==> src/rtl/bpsk_ber_pkg.sv <==
`default_nettype none
// ============================================================================
// Module      : bpsk_ber_pkg
// Description : Shared types and PRBS tap constants for the BPSK BER tester.
// Revision    : 1.0 - initial release
// ============================================================================
package bpsk_ber_pkg;

    typedef enum logic [1:0] {
        ST_IDLE   = 2'd0,
        ST_SEED   = 2'd1,
        ST_CHECK  = 2'd2,
        ST_LOCKED = 2'd3
    } ber_state_t;

    localparam int c_TAPS_W = 15;

    // Feedback masks over the shift register, bit 0 holding the newest bit.
    localparam logic [c_TAPS_W-1:0] c_TAPS_7  = 15'h0060;  // x^7  + x^6  + 1
    localparam logic [c_TAPS_W-1:0] c_TAPS_15 = 15'h6000;  // x^15 + x^14 + 1

    function automatic logic [c_TAPS_W-1:0] prbs_taps(input int order);
        case (order)
            7:       return c_TAPS_7;
            15:      return c_TAPS_15;
            default: return '0;
        endcase
    endfunction

endpackage
`default_nettype wire

==> src/rtl/prbs_lfsr.sv <==
`default_nettype none
// ============================================================================
// Module      : prbs_lfsr
// Description : Fibonacci PRBS LFSR with all-ones init, serial load and advance.
// Revision    : 1.0 - initial release
// ============================================================================
module prbs_lfsr
    import bpsk_ber_pkg::*;
#(
    parameter int ORDER = 7
)
(
    input  logic clk,
    input  logic rst,
    input  logic i_init,
    input  logic i_load,
    input  logic i_load_bit,
    input  logic i_adv,
    output logic o_next,
    output logic o_zero
);

    localparam logic [c_TAPS_W-1:0] c_TAPS_ALL = prbs_taps(ORDER);
    localparam logic [ORDER-1:0]    c_TAPS     = c_TAPS_ALL[ORDER-1:0];

    logic [ORDER-1:0] r_state;
    logic [ORDER-1:0] w_base;

    // Init and advance may coincide: the shift then starts from the all-ones seed.
    assign w_base = i_init ? '1 : r_state;
    assign o_next = ^(w_base & c_TAPS);
    assign o_zero = (r_state == '0);

    always_ff @(posedge clk) begin
        if (rst) begin
            r_state <= '1;
        end else if (i_load) begin
            r_state <= {w_base[ORDER-2:0], i_load_bit};
        end else if (i_adv) begin
            r_state <= {w_base[ORDER-2:0], o_next};
        end else if (i_init) begin
            r_state <= '1;
        end
    end

endmodule
`default_nettype wire

==> src/rtl/bpsk_ber_tester.sv <==
`default_nettype none
// ============================================================================
// Module      : bpsk_ber_tester
// Description : PRBS BER tester with self-synchronising checker for the BPSK
//               modem. Optional macro BER_ERR_INJECT_EN adds inject_err.
// Revision    : 1.0 - initial release
// ============================================================================
module bpsk_ber_tester
    import bpsk_ber_pkg::*;
#(
    parameter int PRBS_ORDER       = 7,
    parameter int SYMBOL_CYCLES    = 20,
    parameter int RX_SAMPLE_OFFSET = 10,
    parameter int LOCK_BITS        = 32,
    parameter int LOSS_ERRS        = 8,
    parameter int CNT_W            = 32
)
(
    input  logic             clk,
    input  logic             rst,
    input  logic             start,
    input  logic             stop,
    output logic             tx_bit,
    output logic             tx_bit_en,
    input  logic             rx_bit,
    output logic             locked,
    output logic             lock_lost,
    output logic [CNT_W-1:0] bit_count,
    output logic [CNT_W-1:0] err_count
`ifdef BER_ERR_INJECT_EN
    ,
    input  logic             inject_err
`endif
);

    localparam int c_TMR_W   = (SYMBOL_CYCLES > 1) ? $clog2(SYMBOL_CYCLES) : 1;
    localparam int c_SEED_W  = $clog2(PRBS_ORDER);
    localparam int c_MATCH_W = (LOCK_BITS > 1) ? $clog2(LOCK_BITS) : 1;
    localparam int c_WERR_W  = $clog2(LOSS_ERRS + 1);

    ber_state_t           r_state;
    ber_state_t           w_state_nxt;
    logic [c_TMR_W-1:0]   r_tmr;
    logic [c_SEED_W-1:0]  r_seed_cnt;
    logic [c_MATCH_W-1:0] r_match;
    logic [c_MATCH_W-1:0] r_win_bits;
    logic [c_WERR_W-1:0]  r_win_err;
    logic [c_WERR_W-1:0]  w_win_err_nxt;
    logic [CNT_W-1:0]     r_bit_cnt;
    logic [CNT_W-1:0]     r_err_cnt;
    logic                 r_tx_bit;
    logic                 r_tx_en;
    logic                 r_locked;
    logic                 r_lock_lost;

    logic w_running, w_tx_stb, w_rx_stb, w_seed_load, w_pred_adv, w_lk_stb;
    logic w_tx_next, w_tx_zero, w_tx_init, w_pred_next, w_pred_zero;
    logic w_mm, w_loss, w_flip;

    assign w_mm          = rx_bit ^ w_pred_next;
    assign w_win_err_nxt = r_win_err + c_WERR_W'(w_mm);
    assign w_loss        = (w_win_err_nxt == c_WERR_W'(LOSS_ERRS));
    // A zero tx register can only come from an upset; re-seeding keeps it alive.
    assign w_tx_init     = start | w_tx_zero;

    prbs_lfsr #(.ORDER(PRBS_ORDER)) u_tx_lfsr (
        .clk        (clk),
        .rst        (rst),
        .i_init     (w_tx_init),
        .i_load     (1'b0),
        .i_load_bit (1'b0),
        .i_adv      (w_tx_stb),
        .o_next     (w_tx_next),
        .o_zero     (w_tx_zero)
    );

    prbs_lfsr #(.ORDER(PRBS_ORDER)) u_rx_pred (
        .clk        (clk),
        .rst        (rst),
        .i_init     (1'b0),
        .i_load     (w_seed_load),
        .i_load_bit (rx_bit),
        .i_adv      (w_pred_adv),
        .o_next     (w_pred_next),
        .o_zero     (w_pred_zero)
    );

    always_ff @(posedge clk) begin
        if (rst) begin
            r_state <= ST_IDLE;
        end else begin
            r_state <= w_state_nxt;
        end
    end

    always_comb begin
        w_state_nxt = r_state;
        if (start) begin
            w_state_nxt = ST_SEED;
        end else if (stop) begin
            w_state_nxt = ST_IDLE;
        end else begin
            case (r_state)
                ST_SEED: begin
                    if (w_rx_stb && (r_seed_cnt == c_SEED_W'(PRBS_ORDER - 1))) begin
                        w_state_nxt = ST_CHECK;
                    end
                end
                ST_CHECK: begin
                    // An all-zero seed would match a stuck-at-0 channel forever.
                    if (w_rx_stb) begin
                        if (w_mm || w_pred_zero) begin
                            w_state_nxt = ST_SEED;
                        end else if (r_match == c_MATCH_W'(LOCK_BITS - 1)) begin
                            w_state_nxt = ST_LOCKED;
                        end
                    end
                end
                ST_LOCKED: begin
                    if (w_rx_stb && w_loss) begin
                        w_state_nxt = ST_SEED;
                    end
                end
                default: w_state_nxt = ST_IDLE;
            endcase
        end
    end

    always_comb begin
        w_running   = (r_state != ST_IDLE);
        w_tx_stb    = start | (w_running & ~stop & (r_tmr == c_TMR_W'(SYMBOL_CYCLES - 1)));
        w_rx_stb    = w_running & ~start & ~stop & (r_tmr == c_TMR_W'(RX_SAMPLE_OFFSET));
        w_seed_load = w_rx_stb & (r_state == ST_SEED);
        w_pred_adv  = w_rx_stb & ((r_state == ST_CHECK) | (r_state == ST_LOCKED));
        w_lk_stb    = w_rx_stb & (r_state == ST_LOCKED);
    end

    always_ff @(posedge clk) begin
        if (rst || start || stop || (r_state == ST_IDLE)) begin
            r_tmr <= '0;
        end else if (r_tmr == c_TMR_W'(SYMBOL_CYCLES - 1)) begin
            r_tmr <= '0;
        end else begin
            r_tmr <= r_tmr + c_TMR_W'(1);
        end
    end

    always_ff @(posedge clk) begin
        if (rst) begin
            r_tx_bit    <= 1'b0;
            r_tx_en     <= 1'b0;
            r_locked    <= 1'b0;
            r_lock_lost <= 1'b0;
            r_bit_cnt   <= '0;
            r_err_cnt   <= '0;
            r_seed_cnt  <= '0;
            r_match     <= '0;
            r_win_bits  <= '0;
            r_win_err   <= '0;
        end else begin
            r_tx_en  <= w_tx_stb;
            r_locked <= (w_state_nxt == ST_LOCKED);
            if (w_tx_stb) begin
                r_tx_bit <= w_tx_next ^ w_flip;
            end

            if (start) begin
                r_bit_cnt   <= '0;
                r_err_cnt   <= '0;
                r_lock_lost <= 1'b0;
            end else if (w_lk_stb) begin
                if (~&r_bit_cnt) begin
                    r_bit_cnt <= r_bit_cnt + CNT_W'(1);
                end
                if (w_mm && ~&r_err_cnt) begin
                    r_err_cnt <= r_err_cnt + CNT_W'(1);
                end
                if (w_loss) begin
                    r_lock_lost <= 1'b1;
                end
            end

            if (start || (r_state != ST_SEED)) begin
                r_seed_cnt <= '0;
            end else if (w_rx_stb && (r_seed_cnt != c_SEED_W'(PRBS_ORDER - 1))) begin
                r_seed_cnt <= r_seed_cnt + c_SEED_W'(1);
            end

            if (start || (r_state != ST_CHECK)) begin
                r_match <= '0;
            end else if (w_rx_stb && !w_mm && (r_match != c_MATCH_W'(LOCK_BITS - 1))) begin
                r_match <= r_match + c_MATCH_W'(1);
            end

            // Loss window is aligned to the moment lock was acquired.
            if (start || (r_state != ST_LOCKED) || (w_lk_stb && w_loss)) begin
                r_win_bits <= '0;
                r_win_err  <= '0;
            end else if (w_lk_stb) begin
                if (r_win_bits == c_MATCH_W'(LOCK_BITS - 1)) begin
                    r_win_bits <= '0;
                    r_win_err  <= '0;
                end else begin
                    r_win_bits <= r_win_bits + c_MATCH_W'(1);
                    r_win_err  <= w_win_err_nxt;
                end
            end
        end
    end

`ifdef BER_ERR_INJECT_EN
    logic r_inj_armed;

    always_ff @(posedge clk) begin
        if (rst) begin
            r_inj_armed <= 1'b0;
        end else if (w_tx_stb) begin
            r_inj_armed <= ~r_inj_armed & inject_err;
        end else if (inject_err) begin
            r_inj_armed <= 1'b1;
        end
    end

    assign w_flip = r_inj_armed;
`else
    assign w_flip = 1'b0;
`endif

    assign tx_bit    = r_tx_bit;
    assign tx_bit_en = r_tx_en;
    assign locked    = r_locked;
    assign lock_lost = r_lock_lost;
    assign bit_count = r_bit_cnt;
    assign err_count = r_err_cnt;

endmodule
`default_nettype wire

==> config.mk <==
export PLATFORM = sky130hd
export DESIGN_NAME = bpsk_ber_tester
export DESIGN_NICKNAME = d
export VERILOG_FILES = /design/src/rtl/bpsk_ber_pkg.sv /design/src/rtl/prbs_lfsr.sv /design/src/rtl/bpsk_ber_tester.sv
export SDC_FILE = /design/constraint.sdc
export NUM_CORES = 1
export LEC_CHECK = 0
export BUFFER_PORTS_ARGS = -buffer_cell sky130_fd_sc_hd__buf_4
export CAP_MARGIN = 30
export CORE_ASPECT_RATIO = 0.7
export CORE_MARGIN = 1
export CORE_UTILIZATION = 55
export CTS_BUF_LIST = sky130_fd_sc_hd__clkbuf_8 sky130_fd_sc_hd__clkbuf_16
export DETAILED_ROUTE_END_ITERATION = 16
export MAX_ROUTING_LAYER = met4
export PLACE_DENSITY = 0.85
export REMOVE_ABC_BUFFERS = 1
export SETUP_SLACK_MARGIN = 0.05
export SYNTH_ARGS = -nofsm -noshare
export SYNTH_HDL_FRONTEND = slang
export SYNTH_SLANG_ARGS = --single-unit
export TNS_END_PERCENT = 1
==> constraint.sdc <==
create_clock -name clk -period 5.5 [get_ports clk]
set_input_delay 0.55 -clock clk [delete_from_list [all_inputs] [get_ports clk]]
set_output_delay 0.55 -clock clk [all_outputs]
set_load 0.03 [all_outputs]
==> reports/results.txt, run 1 <==
Tot Pwr -> 1.413 mW
F_max -> 363.5 MHz
FP Rows -> 29
Largest net degree at the start of global routing -> 39
CTS buffer count -> 9
Clock root buffer -> clkbuf_16
Layout cells sized above 1 -> 0.1527
CTS clk-pin slew, worst paths -> 0.07 ns
Clock latency on the worst-skew pair -> 0.35 ns
Grt ovf -> 0
Final antenna-violating net count -> 0
Arr. time, crit path -> 3.03 ns
Worst vdd ir -> 152.3 uV
CP max-delay cell -> or4_1
Vias -> 5322
Core area -> 0.009216 sq mm
Setup tns final -> 0 ns
Final hold violations -> 0
Met3 Wirelength -> 1.072 mm
Ports -> 73
Mapped Cells -> 648
Critical Path Max Stage Delay -> 0.69 ns
Layout Nets -> 726
Synth Area in Simple Gates -> 0.3143
LEAKAGE -> 2.241 nW
DRC -> 0
Main combinational cell family by area after synthesis -> simple AND/OR/NAND/NOR gates
Initial Utilization -> 0.5758
Kind of critical path -> register to register
Most used cell, CP -> or4_1
M1 wire length -> 5.962 mm
Antenna cell count -> 0
Flops & latches, synth -> 106
Post-CTS setup buffers -> 0
Clk sink count -> 106
Post-CTS Hold Fix Bufs -> 0
Final Max Slew Viols -> 0
Post-synthesis mux area share -> 0.009668
Worst Max-Slew Pin Slew -> 1.022 ns
Port buffer count -> 72
RSZ-0062 raised after global routing -> false
Maximum buffer depth of the clock tree -> 2
Mapped cell area -> 0.005306 sq mm
Async SR Flop Fraction -> 0
Syn_area_per_cell -> 8.189 sq um
Vias in the first global route -> 4834
Initial antenna violation count -> 0
GRT Overall Usage -> 0.2844
Top FF cell, synth -> dfxtp_1
CTS H-tree lvls -> 3
Final Cycle Share -> 0.5002
Maximum Capacitance Violations -> 0
CTS tree -> done
Uppermost layer routed -> met4
Finish-stage setup viols -> 0
Library cells used by synthesis -> 61
Part of the Yosys area used for sequential elements -> 0.3999
Routed WL per cell -> 16.31 um
Synth-to-Final Area Change -> 17.31%
First-pass GRT wire length -> 22.59 mm
Number of fillers in the final layout -> 776
Yosys warnings -> 0
Total power per unit cell area -> 227.1 mW/mm^2
WP data required -> 5.78 ns
DIE WIDTH -> 119.4 um
Die footprint -> 0.01005 sq mm
Worst min path class -> primary input to register
Worst Setup End Kind -> register
Global placement routability congestion -> 0.8895
Final worst path period need -> 2.751 ns
Clock Skews -> 0.007169 ns
Routed wl met2 -> 6.403 mm
CP cell instances -> ha_1, nand4bb_4, or2_1, buf_4, or4_1, or4_1, a21oi_1
CP startpoint kind -> register
Die H -> 84.18 um
Number of synthesized flops with an enable pin -> 0
Post-CTS resize count -> 0
Slew margin rel. -> 0.3127
Vias per cell -> 6.351
Adder-Cell Fraction of Synth Area -> 0.02830
Compound-gate portion of the synthesized area -> 0.1905
Outcome -> complete, no violations
Synthesized-area fraction occupied by xor and xnor cells -> 0.02570
Iter 0 DRT Violations -> 409
First drt pass iteration count -> 5
Post-DP HPWL -> 9.611 mm
Drt total wl -> 13.66 mm
Crit path max fanout -> 38
## stage by stage
step	hold WS [ns]	cells	worst slack (ns)	util	cell area, sq um
2_1_floorplan	0.4296	619	1.882	-	5187
3_3_place_gp	0.4460	822	2.666	0.6447	5942
3_5_place_dp	0.4609	822	2.556	0.6447	5942
4_1_cts	0.4316	838	2.768	0.6754	6225
5_1_grt	0.4470	838	2.533	0.6754	6225
6_report	0.4391	838	2.749	0.6754	6225
## area by class of cell
| class | instances | area (sq um) | share of cell area |
|---|---|---|---|
| clock inverters | 5 | 30.03 | 0.004824 |
| flip-flops and latches | 106 | 2122 | 0.3409 |
| clock buffers | 11 | 252.7 | 0.04060 |
| inverters | 13 | 48.80 | 0.007839 |
| well taps | 124 | 155.1 | 0.02492 |
| multi-input cells | 500 | 3023 | 0.4856 |
| repair buffers | 79 | 593.1 | 0.09528 |
## critical path: cells and delay by family (launching register included)
| family | cells | cell delay (ns) |
|---|---|---|
| AOI/OAI and AO/OA | 1 | 0.14 |
| and+or+nand+nor | 4 | 1.67 |
| DFF | 1 | 0.38 |
| buffers and inverters | 1 | 0.24 |
| adders and majority gates | 1 | 0.25 |
## synthesized netlist by cell type, types with 2 or more instances
| library cell | instances | area, sq um |
|---|---|---|
| a21oi_1 | 56 | 280.3 |
| mux2i_1 | 4 | 40.04 |
| nor4_1 | 5 | 31.28 |
| and2_1 | 7 | 43.79 |
| xnor2_1 | 5 | 43.79 |
| and4_1 | 9 | 78.83 |
| nand3_1 | 41 | 205.2 |
| and3_1 | 10 | 62.56 |
| nand2_1 | 70 | 262.8 |
| o31ai_1 | 23 | 172.7 |
| o21a_1 | 2 | 15.01 |
| a22oi_1 | 2 | 15.01 |
| a41o_1 | 4 | 40.04 |
| inv_1 | 12 | 45.04 |
| o211ai_1 | 7 | 52.55 |
| a211oi_1 | 2 | 15.01 |
| buf_2 | 4 | 20.02 |
| xor2_1 | 8 | 70.07 |
| nor3_1 | 14 | 70.07 |
| a31o_2 | 3 | 26.28 |
| clkbuf_1 | 24 | 90.09 |
| o21ai_0 | 34 | 170.2 |
| nand2b_1 | 4 | 25.02 |
| or4_1 | 27 | 202.7 |
| nor3b_1 | 3 | 22.52 |
| a2111oi_0 | 2 | 17.52 |
| o21bai_1 | 2 | 15.01 |
| or3_1 | 29 | 181.4 |
| or3_2 | 2 | 15.01 |
| or2_2 | 2 | 12.51 |
| nand4_1 | 17 | 106.4 |
| dfxtp_1 | 106 | 2122 |
| nand3b_1 | 2 | 15.01 |
| o311ai_0 | 4 | 35.03 |
| nor2_1 | 57 | 214.0 |
| o211a_1 | 3 | 30.03 |
| a31oi_1 | 7 | 43.79 |
| ha_1 | 12 | 150.1 |
## power breakdown
part	total, mW	internal, mW	switching [mW]
Clock	0.609	0.329	0.280
Combinational	0.0335	0.00910	0.0244
Sequential	0.771	0.769	0.00199
## placed cells by master, fill, tap and decap left out, types with 3 or more instances in the layout
cell type  instances
inv_1             13
a21oi_1           56
nand3_1           41
o211ai_1           7
a31oi_1            7
a31o_2             3
or4_1             27
o311ai_0           4
buf_4             79
nor4_1             4
or3_1             29
dfxtp_1          106
ha_1              12
o21ai_0           34
o211a_1            3
xnor2_1            5
clkbuf_16          9
nand2b_1           4
o31ai_1           23
xor2_1             8
and3_1            10
nand2_1           70
mux2i_1            4
nor2_1            57
nor3b_1            3
a41o_1             4
and2_1             7
and4_1             9
nor3_1            14
nand4_1           17
## registers in the layout (all words and copies together), names as in the netlist
name / cells
r_match: 5
r_tmr: 5
r_state: 2
bit_count: 32
tx_bit: 1
u_rx_pred.r_state: 7
r_win_err: 4
err_count: 32
r_win_bits: 5
lock_lost: 1
r_seed_cnt: 3
tx_bit_en: 1
locked: 1
u_tx_lfsr.r_state: 7
## cells by family after synthesis
family,count (synthesis)
and+or+nand+nor,309
AOI/OAI and AO/OA,160
DFF,106
buffers and inverters,42
xor gates and xnor gates,14
adders and majority gates,12
muxes,5
## layer usage
metal / vias to the layer above / GRT usage
li1: 2559 / -
met1: 2501 / 0.3570
met2: 232 / 0.4508
met3: 30 / 0.06861
met4: 0 / 0.09432
met5: - / -
## final timing paths
kind                                   start                          to  slack [ns]  cells after the start
setup / recovery         r_tmr[1]$_SDFF_PP0_  err_count[21]$_SDFFE_PP0P_        2.75                      7
hold / removal                           rst        tx_bit_en$_SDFF_PP0_        0.44                      2
setup reg to reg         r_tmr[1]$_SDFF_PP0_  err_count[21]$_SDFFE_PP0P_        2.75                      7
hold reg to reg   r_win_bits[4]$_SDFFE_PP0P_  r_win_bits[4]$_SDFFE_PP0P_        0.47                      2
No activity file was read; power rests on OpenSTA's default activity.
==> run 2, diff against run 1 <==
==> constraint.sdc (replaced) <==
create_clock -name clk -period 2.65 [get_ports clk]
set_input_delay 0.265 -clock clk [delete_from_list [all_inputs] [get_ports clk]]
set_output_delay 0.265 -clock clk [all_outputs]
set_load 0.03 [all_outputs]
==> run 2 against run 1 <==
First-iteration DRC count is 11% higher; worst setup slack worse by 2.6 ns; final area is 1.9% higher; flip-flop and latch count stayed put; cell count increased by 1.2%; worst hold slack worse by 0.27 ns; global-route usage increased by 1.5 points; sequential share of layout area down 0.65 points; combinational power increased by 120%; via count up 2.0%; clock skew grew 0.00090 ns; highest routed layer unchanged.
==> reports/results.txt, run 2 (synthesis gave the netlist of run 1 again) <==
CTS H-tree lvls -> 3 (unchanged)
GRT Overall Usage -> 0.2990 (+0.01464)
Drt total wl -> 14.22 mm (+4.1%)
FP Rows -> 29 (unchanged)
Slew margin rel. -> 0.3198 (+0.007139)
Clk sink count -> 106 (unchanged)
Final worst path period need -> 2.454 ns (-0.2970 ns)
LEAKAGE -> 2.305 nW (+2.9%)
Vias -> 5427 (+2.0%)
CTS clk-pin slew, worst paths -> 0.07 ns (about the same)
Final Cycle Share -> 0.9261 (+0.4259)
CP top delay family -> simple AND/OR/NAND/NOR gates
Final antenna-violating net count -> 0 (unchanged)
FF-to-FF setup slack -> 0.20 ns (-2.55 ns)
Commonest cells after routing, fill and taps aside -> 106 x dfxtp_1, 89 x buf_4, 70 x nand2_1
DRC -> 0 (unchanged)
CP Depth -> 8 (+1)
Final Max Slew Viols -> 0 (unchanged)
Worst min path class -> primary input to register
Ports -> 73 (unchanged)
Worst vdd ir -> 329.0 uV (+120%)
Iter 0 DRT Violations -> 456 (+11%)
Final hold violations -> 0 (unchanged)
Initial antenna violation count -> 0 (unchanged)
Core area -> 0.009216 sq mm (unchanged)
Clock Skews -> 0.008065 ns (+0.0008959 ns)
Hold Crit Endpoint -> tx_bit_en$_SDFF_PP0_
Most common cell after layout, fill and taps aside -> dfxtp_1
Initial Utilization -> 0.5758 (unchanged)
Post-CTS Hold Fix Bufs -> 0 (unchanged)
Reg2reg path depth -> 8 (+1)
Die H -> 84.18 um (unchanged)
Largest net degree at the start of global routing -> 31 (-21%)
Maximum buffer depth of the clock tree -> 2 (unchanged)
CTS buffer count -> 9 (unchanged)
Hold Path Depth -> 2 (unchanged)
Die footprint -> 0.01005 sq mm (unchanged)
Setup tns final -> 0 ns (unchanged)
Grt ovf -> 0 (unchanged)
DIE WIDTH -> 119.4 um (unchanged)
Reg2reg end -> bit_count[17]$_SDFFE_PP0P_
CP max-delay cell -> or4_1
F_max -> 407.5 MHz (+12%)
Outcome -> complete, no violations
Total power per unit cell area -> 491.2 mW/mm^2 (+120%)
Maximum Capacitance Violations -> 0 (unchanged)
Number of fillers in the final layout -> 747 (-3.7%)
Vias in the first global route -> 4942 (+2.2%)
WP buf/inv -> 2 (+1)
CP startpoint kind -> register
Routed WL per cell -> 16.77 um (+2.8%)
Global placement routability congestion -> 0.8995 (+1.1%)
Kind of critical path -> register to register
Layout Nets -> 736 (+1.4%)
Finish-stage setup viols -> 0 (unchanged)
Crit path max fanout -> 20 (-47%)
Clock latency on the worst-skew pair -> 0.35 ns (about the same)
Layout cells sized above 1 -> 0.1657 (+0.01308)
First-pass GRT wire length -> 23.60 mm (+4.5%)
Hold slack final -> 0.1652 ns (-0.2739 ns)
First drt pass iteration count -> 5 (unchanged)
Synth-to-Final Area Change -> 19.59%
CP cell instances -> inv_1, ha_1, nand4bb_4, or2_1, buf_4, or3_1, or4_1, a21oi_1
Worst Setup End Kind -> register
Critical Path Max Stage Delay -> 0.49 ns (-0.20 ns)
Vias per cell -> 6.400 (+0.77%)
Post-DP HPWL -> 9.839 mm (+2.4%)
RSZ-0062 raised after global routing -> true
Arr. time, crit path -> 2.74 ns (-0.29 ns)
Hold Startpoint -> rst
Tot Pwr -> 3.117 mW (+120%)
Worst Max-Slew Pin Slew -> 1.007 ns (-0.01498 ns)
Antenna cell count -> 0 (unchanged)
Port buffer count -> 72 (unchanged)
CTS tree -> done
WP data required -> 2.94 ns (-2.84 ns)
Post-CTS setup buffers -> 0 (unchanged)
Clock root buffer -> clkbuf_16
Reg-to-reg startpoint -> r_tmr[0]$_SDFF_PP0_
## run 2: report_power, final
group | total, mW | leakage (nW) | internal [mW] | switching (mW)
clock | 1.44 | 0.157 | 0.847 | 0.596
sequential | 1.60 | 0.855 | 1.60 | 0.00407
combinational | 0.0737 | 1.29 | 0.0208 | 0.0529
## run 2: layer usage
layer | vias to the layer above | track usage | part of all wire
met5 | - | - | 0
met4 | 0 | 0.1148 | 0.020
met3 | 33 | 0.06658 | 0.071
met2 | 234 | 0.4662 | 0.47
met1 | 2579 | 0.3793 | 0.44
li1 | 2581 | - | -
## run 2: worst max-delay path by stage
stage	slack, ns	startpoint	to
global route	0.04	bit_count[25]$_SDFFE_PP0P_	bit_count[12]$_SDFFE_PP0P_
finish	0.20	r_tmr[0]$_SDFF_PP0_	bit_count[17]$_SDFFE_PP0P_
CTS	0.08	u_rx_pred.r_state[6]$_SDFFE_PP1P_	locked$_SDFF_PP0_
floorplan	-0.97	bit_count[25]$_SDFFE_PP0P_	bit_count[31]$_SDFFE_PP0P_
global placement	0.14	u_rx_pred.r_state[6]$_SDFFE_PP1P_	r_win_bits[0]$_SDFFE_PP0P_
detailed placement	0.05	u_rx_pred.r_state[6]$_SDFFE_PP1P_	r_win_err[2]$_SDFFE_PP0P_
## run 2: metrics by stage
step	area, sq um	worst slack (ns)	std cells	util
final	6346	0.1958	848	0.6886
after global routing	6346	0.03609	848	0.6886
after CTS	6340	0.07689	848	0.6879
after detailed placement	6017	0.05047	832	0.6529
after global placement	6017	0.1392	832	0.6529
after floorplan	5187	-0.9677	619	-
## run 2: cell type report
type | instances | area, sq um | share of cell area
flip-flops and latches | 106 | 2122 | 0.3344
repair buffers | 89 | 668.1 | 0.1053
multi-input cells | 500 | 3030 | 0.4775
inverters | 13 | 48.80 | 0.007689
clock buffers | 10 | 239.0 | 0.03766
clock inverters | 6 | 82.58 | 0.01301
well taps | 124 | 155.1 | 0.02445
## run 2: worst reg2reg max path: cells and delay by family (launching register included)
| family | cells | cell delay [ns] |
|---|---|---|
| simple gates | 4 | 1.41 |
| buf+inv | 2 | 0.30 |
| fa+ha+maj | 1 | 0.21 |
| compound gates | 1 | 0.14 |
| flops | 1 | 0.34 |
## run 2: timing repair
item | 4_1_cts | 5_1_grt
setup endpoints to repair | 4 | 12
hold endpoints to repair | 0 | 0
resized for setup | 1 | 1
pin swaps | 0 | 1
==> run 3, diff against run 2 <==
--- a/config.mk
+++ b/config.mk
@@ -5,15 +5,18 @@
 export SDC_FILE = /design/constraint.sdc
 export NUM_CORES = 1
 export LEC_CHECK = 0
+export ABC_CLOCK_PERIOD_IN_PS = 2650
 export BUFFER_PORTS_ARGS = -buffer_cell sky130_fd_sc_hd__buf_4
 export CAP_MARGIN = 30
+export CELL_PAD_IN_SITES_DETAIL_PLACEMENT = 0
+export CELL_PAD_IN_SITES_GLOBAL_PLACEMENT = 1
 export CORE_ASPECT_RATIO = 0.7
 export CORE_MARGIN = 1
-export CORE_UTILIZATION = 55
+export CORE_UTILIZATION = 43
 export CTS_BUF_LIST = sky130_fd_sc_hd__clkbuf_8 sky130_fd_sc_hd__clkbuf_16
 export DETAILED_ROUTE_END_ITERATION = 16
 export MAX_ROUTING_LAYER = met4
-export PLACE_DENSITY = 0.85
+export PLACE_DENSITY = 0.88
 export REMOVE_ABC_BUFFERS = 1
 export SETUP_SLACK_MARGIN = 0.05
 export SYNTH_ARGS = -nofsm -noshare
==> run 3 against run 2 <==
Non-clock buffer count grew 4; worst hold slack worse by 0.031 ns; final area grew 1.4%; register-to-register slack about the same; critical path type unchanged; critical endpoint unchanged; largest power group unchanged.
==> reports/results.txt, run 3 (synthesis gave the netlist of run 1 again) <==
GRT Overall Usage -> 0.2221 (-0.07691)
Die H -> 94.94 um (+13%)
Crit path max fanout -> 20 (unchanged)
Maximum Capacitance Violations -> 0 (unchanged)
CP startpoint kind -> register
First drt pass iteration count -> 5 (unchanged)
Routed WL per cell -> 15.36 um (-8.4%)
Kind of critical path -> register to register
Final Cycle Share -> 0.9265 (about the same)
Worst Setup End Kind -> register
Post-route design area -> 0.006434 sq mm (+1.4%)
Layout cells sized above 1 -> 0.1731 (+0.007331)
Hold Crit Endpoint -> tx_bit_en$_SDFF_PP0_
CTS H-tree lvls -> 3 (unchanged)
Final Max Slew Viols -> 0 (unchanged)
Arr. time, crit path -> 2.73 ns (about the same)
Antenna cell count -> 0 (unchanged)
Post-DP HPWL -> 9.873 mm (+0.35%)
Clock Skews -> 0.007038 ns (-0.001026 ns)
DIE WIDTH -> 134.8 um (+13%)
First-pass GRT wire length -> 22.00 mm (-6.8%)
Ports -> 73 (unchanged)
Post-CTS Hold Fix Bufs -> 0 (unchanged)
Vias -> 5238 (-3.5%)
DRC -> 0 (unchanged)
Finish-stage setup viols -> 0 (unchanged)
Initial Utilization -> 0.4478 (-0.1280)
Hold Path Depth -> 2 (unchanged)
Hold slack final -> 0.1345 ns (-0.03074 ns)
Total power per unit cell area -> 492.1 mW/mm^2 (+0.18%)
Hold Startpoint -> rst
Most common cell after layout, fill and taps aside -> dfxtp_1
Final core occ -> 0.5429 (-0.1456)
Placed Area -> 0.006088 sq mm (+1.2%)
Reg2reg path depth -> 8 (unchanged)
Synth-to-Final Area Change -> 21.24%
Maximum buffer depth of the clock tree -> 2 (unchanged)
Clk sink count -> 106 (unchanged)
Vias in the first global route -> 4573 (-7.5%)
Slew margin rel. -> 0.3586 (+0.03873)
LEAKAGE -> 2.331 nW (+1.1%)
CTS tree -> done
Final hold violations -> 0 (unchanged)
Outcome -> complete, no violations
Iter 0 DRT Violations -> 304 (-33%)
Reg-to-reg startpoint -> r_tmr[0]$_SDFF_PP0_
Die footprint -> 0.01280 sq mm (+27%)
Port buffer count -> 72 (unchanged)
Worst Max-Slew Pin Slew -> 0.9501 ns (-0.05737 ns)
Final worst path period need -> 2.455 ns (+0.001050 ns)
Worst min path class -> primary input to register
Clock latency on the worst-skew pair -> 0.35 ns (about the same)
Core area -> 0.01185 sq mm (+29%)
Largest net degree at the start of global routing -> 30 (-3.2%)
Reg2reg end -> bit_count[17]$_SDFFE_PP0P_
Drt total wl -> 13.60 mm (-4.4%)
WP data required -> 2.92 ns (-0.02 ns)
Vias per cell -> 5.919 (-7.5%)
Clock root buffer -> clkbuf_16
Final antenna-violating net count -> 0 (unchanged)
Worst vdd ir -> 312.5 uV (-5.0%)
Initial antenna violation count -> 0 (unchanged)
CTS buffer count -> 9 (unchanged)
Layout Nets -> 740 (+0.54%)
Grt ovf -> 0 (unchanged)
CTS clk-pin slew, worst paths -> 0.07 ns (about the same)
Global placement routability congestion -> 0.8236 (-8.4%)
FP Rows -> 33 (+14%)
RSZ-0062 raised after global routing -> false
Commonest cells after routing, fill and taps aside -> 106 x dfxtp_1, 93 x buf_4, 70 x nand2_1
FF-to-FF setup slack -> 0.19 ns (about the same)
F_max -> 407.3 MHz (about the same)
==> run 3: cell types whose count changed in the layout (fill, tap and decap cells not counted), sizes merged <==
cell / previous run / this run
buf: 89 / 93
clkinvlp: 2 / 1
inv: 14 / 13
clkbuf: 10 / 11
clkinv: 1 / 2
==> run 3: per-layer routing <==
| layer | vias to the layer above | part of all wire | track usage |
|---|---|---|---|
| met2 | 146 | 0.45 | 0.3466 |
| li1 | 2577 | - | - |
| met4 | 0 | 0.013 | 0.06742 |
| met3 | 17 | 0.058 | 0.04079 |
| met1 | 2498 | 0.48 | 0.2922 |
| met5 | - | 0 | - |
==> run 3: worst max path at each step <==
| stage | to | startpoint | slack [ns] | cells after the start |
|---|---|---|---|---|
| detailed placement | r_win_bits[1]$_SDFFE_PP0P_ | u_rx_pred.r_state[6]$_SDFFE_PP1P_ | -0.01 | 9 |
| global placement | r_win_bits[1]$_SDFFE_PP0P_ | u_rx_pred.r_state[6]$_SDFFE_PP1P_ | 0.11 | 9 |
| floorplan | bit_count[31]$_SDFFE_PP0P_ | bit_count[25]$_SDFFE_PP0P_ | -0.97 | 5 |
| finish | bit_count[17]$_SDFFE_PP0P_ | r_tmr[0]$_SDFF_PP0_ | 0.19 | 8 |
| CTS | r_win_bits[1]$_SDFFE_PP0P_ | u_rx_pred.r_state[6]$_SDFFE_PP1P_ | 0.08 | 9 |
| global route | locked$_SDFF_PP0_ | u_rx_pred.r_state[6]$_SDFFE_PP1P_ | 0.05 | 9 |
==> run 3: worst max-delay path, stage by stage, from the launching register on <==
cell	delay, ns
dfxtp_1	0.34
inv_1	0.06
ha_1	0.20
nand4bb_4	0.11
or2_1	0.32
buf_4	0.24
or3_1	0.46
or4_1	0.49
a21oi_1	0.16
==> run 3: timing repair <==
item	4_1_cts	5_1_grt
setup buffers	0	0
resized for setup	1	1
pin swaps	0	1
setup endpoints to repair	10	11
==> run 3: cell type report <==
| type | count | area (sq um) |
|---|---|---|
| well taps | 157 | 196.4 |
| clock buffers | 11 | 252.7 |
| multi-input cells | 500 | 3030 |
| inverters | 13 | 48.80 |
| flip-flops and latches | 106 | 2122 |
| clock inverters | 5 | 85.08 |
| fillers | 1088 | 5416 |
| repair buffers | 93 | 698.2 |
==> run 3: where the power goes <==
group	switching [mW]	leakage (nW)	total (mW)	internal [mW]
Combinational	0.0504	1.31	0.0731	0.0227
Clock	0.608	0.162	1.49	0.885
Sequential	0.00398	0.855	1.60	1.60
==> run 3: through the flow <==
| stage | setup TNS, ns | worst slack (ns) | power (mW) | instances |
|---|---|---|---|---|
| 6_report | 0 | 0.1948 | 3.166 | 885 |
| 5_1_grt | 0 | 0.05300 | 3.268 | 885 |
| 4_1_cts | 0 | 0.07958 | 3.198 | 885 |
| 3_5_place_dp | -0.02169 | -0.01171 | 1.710 | 869 |
| 3_3_place_gp | 0 | 0.1057 | 1.708 | 869 |
| 2_1_floorplan | -13.20 | -0.9677 | 1.674 | 619 |
